[src/rtl/run_ctrl_pkg.sv]
// run_ctrl shared types and constants.
// State encoding, default tohost address and the pass code.
package run_ctrl_pkg;

  typedef enum logic [2:0] {
    ST_HOLD,
    ST_RUN,
    ST_PASS,
    ST_FAIL,
    ST_TMO
  } state_e;

  localparam logic [31:0] TOHOST_ADDR_DEF = 32'h0000_1000;
  localparam logic [31:0] PASS_CODE       = 32'd1;

endpackage

[src/rtl/sat_counter.sv]
// Saturating up-counter with synchronous clear.
// Clear has priority over enable.
module sat_counter #(
  parameter int W = 32
) (
  input  logic         clk_i,
  input  logic         clr_i,
  input  logic         en_i,
  output logic [W-1:0] cnt_o
);

  logic [W-1:0] cnt_q, cnt_d;

  always_comb begin
    cnt_d = cnt_q;
    if (en_i && cnt_q != '1) cnt_d = cnt_q + 1'b1;
  end

  always_ff @(posedge clk_i) begin
    if (clr_i) cnt_q <= '0;
    else       cnt_q <= cnt_d;
  end

  assign cnt_o = cnt_q;

endmodule

[src/rtl/run_ctrl.sv]
// Run controller: core reset stretch, run counters, tohost/timeout verdict.
// Define RUN_CTRL_SIM_STOP_EN to print the verdict and $stop (sim only).
module run_ctrl
  import run_ctrl_pkg::*;
#(
  parameter int                RST_CYCLES     = 10,
  parameter int                TIMEOUT_CYCLES = 50,
  parameter int                ADDR_W         = 32,
  parameter logic [ADDR_W-1:0] TOHOST_ADDR    = ADDR_W'(TOHOST_ADDR_DEF),
  parameter int                CNT_W          = 32
) (
  input  logic              clk,
  input  logic              rst,
  output logic              core_rst,
  input  logic              st_valid,
  input  logic [ADDR_W-1:0] st_addr,
  input  logic [31:0]       st_data,
  input  logic              retire,
  output logic              done,
  output logic              pass,
  output logic              timeout,
  output logic [30:0]       fail_code,
  output logic [CNT_W-1:0]  cycle_cnt,
  output logic [CNT_W-1:0]  instret_cnt
);

  localparam int HW = (RST_CYCLES > 1) ? $clog2(RST_CYCLES) : 1;
  localparam logic [HW-1:0]    HOLD_LAST = HW'(RST_CYCLES - 1);
  localparam logic [CNT_W-1:0] TMO_LAST  = CNT_W'(TIMEOUT_CYCLES - 1);
  localparam logic             TMO_EN    = (TIMEOUT_CYCLES != 0);

  state_e        state_q, state_d;
  logic [HW-1:0] hold_q, hold_d;
  logic          core_rst_q, core_rst_d;
  logic          done_q, done_d;
  logic          pass_q, pass_d;
  logic          tmo_q, tmo_d;
  logic [30:0]   fc_q, fc_d;

  logic run, term, is_pass, tmo_hit;

  assign run     = (state_q == ST_RUN);
  assign term    = run && st_valid && (st_addr == TOHOST_ADDR) && st_data[0];
  assign is_pass = (st_data == PASS_CODE);
  assign tmo_hit = run && TMO_EN && (cycle_cnt == TMO_LAST);

  always_comb begin
    state_d = state_q;
    hold_d  = hold_q;
    fc_d    = fc_q;
    unique case (state_q)
      ST_HOLD: begin
        if (hold_q == HOLD_LAST) state_d = ST_RUN;
        else                     hold_d  = hold_q + 1'b1;
      end
      ST_RUN: begin
        // a terminating store beats a same-cycle timeout
        if (term) begin
          state_d = is_pass ? ST_PASS : ST_FAIL;
          if (!is_pass) fc_d = st_data[31:1];
        end else if (tmo_hit) begin
          state_d = ST_TMO;
        end
      end
      default: ;
    endcase
    done_d     = (state_d == ST_PASS) || (state_d == ST_FAIL) ||
                 (state_d == ST_TMO);
    pass_d     = (state_d == ST_PASS);
    tmo_d      = (state_d == ST_TMO);
    core_rst_d = (state_d != ST_RUN);
  end

  always_ff @(posedge clk) begin
    if (rst) begin
      state_q    <= ST_HOLD;
      hold_q     <= '0;
      core_rst_q <= 1'b1;
      done_q     <= 1'b0;
      pass_q     <= 1'b0;
      tmo_q      <= 1'b0;
      fc_q       <= '0;
    end else begin
      state_q    <= state_d;
      hold_q     <= hold_d;
      core_rst_q <= core_rst_d;
      done_q     <= done_d;
      pass_q     <= pass_d;
      tmo_q      <= tmo_d;
      fc_q       <= fc_d;
    end
  end

  sat_counter #(.W(CNT_W)) u_cyc (
    .clk_i (clk),
    .clr_i (rst),
    .en_i  (run),
    .cnt_o (cycle_cnt)
  );

  sat_counter #(.W(CNT_W)) u_ret (
    .clk_i (clk),
    .clr_i (rst),
    .en_i  (run && retire),
    .cnt_o (instret_cnt)
  );

  assign core_rst  = core_rst_q;
  assign done      = done_q;
  assign pass      = pass_q;
  assign timeout   = tmo_q;
  assign fail_code = fc_q;

`ifdef RUN_CTRL_SIM_STOP_EN
  logic disp_q, stop_q;

  always_ff @(posedge clk) begin
    if (rst) begin
      disp_q <= 1'b0;
      stop_q <= 1'b0;
    end else begin
      disp_q <= done_d && !done_q;
      stop_q <= disp_q;
      if (disp_q)
        $display("run_ctrl: pass=%0b timeout=%0b cycles=%0d instret=%0d code=%0d",
                 pass_q, tmo_q, cycle_cnt, instret_cnt, fc_q);
      if (stop_q) $stop;
    end
  end
`endif

endmodule

[config.mk]
export PLATFORM = sky130hd
export DESIGN_NAME = run_ctrl
export DESIGN_NICKNAME = d
export VERILOG_FILES = /design/src/rtl/run_ctrl_pkg.sv /design/src/rtl/sat_counter.sv /design/src/rtl/run_ctrl.sv
export SDC_FILE = /design/constraint.sdc
export NUM_CORES = 1
export LEC_CHECK = 0
export CORE_MARGIN = 8
export CORE_UTILIZATION = 52
export CTS_BUF_LIST = sky130_fd_sc_hd__clkbuf_4 sky130_fd_sc_hd__clkbuf_8
export CTS_CLUSTER_SIZE = 8
export DETAILED_ROUTE_END_ITERATION = 16
export HOLD_SLACK_MARGIN = 0.15
export PLACE_DENSITY = 0.95
export SYNTH_ARGS = -nofsm -noshare
export SYNTH_HDL_FRONTEND = slang
export SYNTH_HIERARCHICAL = 1
export SYNTH_SLANG_ARGS = --single-unit
[constraint.sdc]
create_clock -name clk -period 3.91 [get_ports clk]
set_input_delay 0.782 -clock clk [delete_from_list [all_inputs] [get_ports clk]]
set_output_delay 0.782 -clock clk [all_outputs]
set_load 0.03 [all_outputs]
==> qor.yml <==
floorplanning:
  design.core.area_um2: 9770
  ioPinCount: 167
  die_height_um: 117
  die_area_um2: 13600
  die_w_um: 117
  start_util: 0.537
  rows: 36
sta:
  slew_headroom: 0.280
  worst_pin_slew_ps: 1080
  worst_slack_ps: 775
  setup-violations-final: 0
  hold_viol_final: 0
  rsz0062_at_grt: "false"
  final.setup.tns_ps: 0
  period_needed_ps: 3130
  clock_skew_ps: 11.7
  fmax_ghz: 0.319
  drv_slew: 0
  finalCritPeriodShare: 0.802
global_route:
  grt_pass1_wl_mm: 27.5
  gr-usage-all-layers: 0.253
  antenna_found_initial: 0
  overflow: 0
  grt_pass1_vias: 5755
  grt_max_degree: 52
synthesis:
  netlist_instances: 627
  ys.warnings.count: 6
  avgSynthCellArea_um2: 8.38
  seq_area_frac_synth: 0.404
  ys_seq_elements: 106
  synth_cell_types: 52
  syn-cell-area_um2: 5250
  synth_edf_count: 0
  syn_nets: 699
  ys_async_sr_fraction: 0
  ys.flop_type: "dfxtp_1"
critical_path:
  reg2reg_depth: 7
  rrSetupSlack_ps: 780
  r2r_end: "u_ret/cnt_o[31]"
  crit_fanout: 10
  end_kind: "register"
  startpoint_type: "register"
  r2r_start: "state_q[2]"
  crit_arrival_ps: 3400
  required_ps: 4180
  crit_type: "register to register"
power_and_ir_drop:
  p_leak_nw: 2.17
  power_density_nw_per_um2: 250
  peakVddDrop_mv: 0.193
  p_total_w: 0.00179
cells_and_area:
  stdcell_count: 909
  layout_common_cells: "clkdlybuf4s50_1 (165), dfxtp_1 (106), a21oi_1 (79)"
  final_common_cell: "clkdlybuf4s50_1"
  finish.utilization: 0.732
  diodes: 0
  fin_nets: 846
  num-fill-cells: 768
  synthToLayoutAreaGrowth_pct: 36.3
  drive_gt1_frac: 0.0619
worst_hold_path:
  worstHoldEndpoint: "fail_code[29]"
  hp-start: "fail_code[29]"
  hold_depth: 2
  min_path_type: "register to register"
placed_design:
  dp_hpwl_mm: 13.1
  io_buffers: 166
  post-place-ws_ps: 480
  place.gp.congestion: 0.862
  dp_cells: 896
routing:
  vias_per_cell: 6.38
  first_iter_violations: 474
  ant_nets: 0
  route.detailed.drc: 0
  firstDrtPassIters: 5
  dr_total_vias: 5801
  routedWlPerCell_um: 19.2
  routed_wl_mm: 17.5
status:
  outcome: "finished clean"
clock_network:
  cts_tree: "yes"
  hold_buffers: 0
  htree_levels: 3
  root_buffer: "clkbuf_8"
  cts_num_sinks: 106
  ctsResizeCount: 0
  post_cts_buffers: 0
  clk-insertion-delay-late_ps: 370
  cts_buffer_depth: 2
  clk_pin_slew_ps: 100
  cts_buffers: 9
job:
  drv_cap: 0
-- worst max-delay path by stage --
stage,cells past startpoint,end,from,slack (ps)
after CTS,7,u_ret/cnt_o[31],state_q[2],820
after global routing,7,u_ret/cnt_o[31],state_q[0],560
after floorplan,6,u_ret/cnt_o[31],retire,1370
after global placement,7,u_ret/cnt_o[31],retire,650
final,7,u_ret/cnt_o[31],state_q[2],780
after detailed placement,7,u_ret/cnt_o[31],retire,480
-- per-stage QoR --
stage          cell area [µm²]  hold slack (ps)
6_report                  7160              481
2_1_floorplan             5250              458
4_1_cts                   7160              479
3_3_place_gp              7010              456
3_5_place_dp              7010              465
5_1_grt                   7160              502
-- critical path: stages, from the launching register on --
cell and delay [ps]:
dfxtp_1 400, nor3b_4 490, and2_1 340, nand4_1 350, nor4_2 580, nand4_1 180, nor4_1 320, mux2_2 380
-- where the power goes --
group          switching [W]  leakage (nW)  internal [W]
sequential        0.00000320         0.854       0.00108
combinational      0.0000428          1.24     0.0000702
clock               0.000364        0.0735      0.000228
total               0.000410          2.17       0.00138
-- registers in the layout (all words and copies together) (netlist names) --
signal and cells:
fail_code 31, timeout 1, hold_q 4, u_cyc/cnt_o 32
u_ret/cnt_o 32, pass 1, core_rst 1, state_q 3
done 1
-- final cells by class --
class | count | area [µm²] | share of cell area
multi-input combinational | 475 | 2950 | 0.413
sequential | 106 | 2120 | 0.297
timing repair buffer | 175 | 1740 | 0.243
tap | 133 | 166 | 0.0233
clock buffer | 10 | 131 | 0.0184
inverter | 7 | 26.3 | 0.00367
clock inverter | 3 | 20.0 | 0.00280
-- cells in the mapped netlist, types with 21 or more instances --
cell type / count / area share
o21ai_0: 47 / 0.045
a21oi_1: 79 / 0.075
clkbuf_1: 22 / 0.016
nand2_1: 29 / 0.021
o31ai_1: 24 / 0.034
nor4_1: 27 / 0.032
nand3_1: 58 / 0.055
or3_1: 21 / 0.025
or4_1: 25 / 0.036
dfxtp_1: 106 / 0.40
nand4_1: 23 / 0.027
nor2_1: 36 / 0.026
-- kinds of logic after synthesis --
family / synth area share
AO/OA/AOI/OAI: 0.192
XOR/XNOR: 0.0267
adder cells (fa/ha/maj): 0.00953
buffers and inverters: 0.0376
flip-flops: 0.404
multiplexers: 0.0124
AND/OR/NAND/NOR: 0.318
-- routing by layer --
metal	GRT usage	vias up	share of wire
met5	0	-	0
met4	0.115	0	0.021
met3	0.0869	34	0.12
met2	0.442	320	0.50
met1	0.270	2763	0.37
li1	-	2684	-
(Power assumes the default switching activity.)
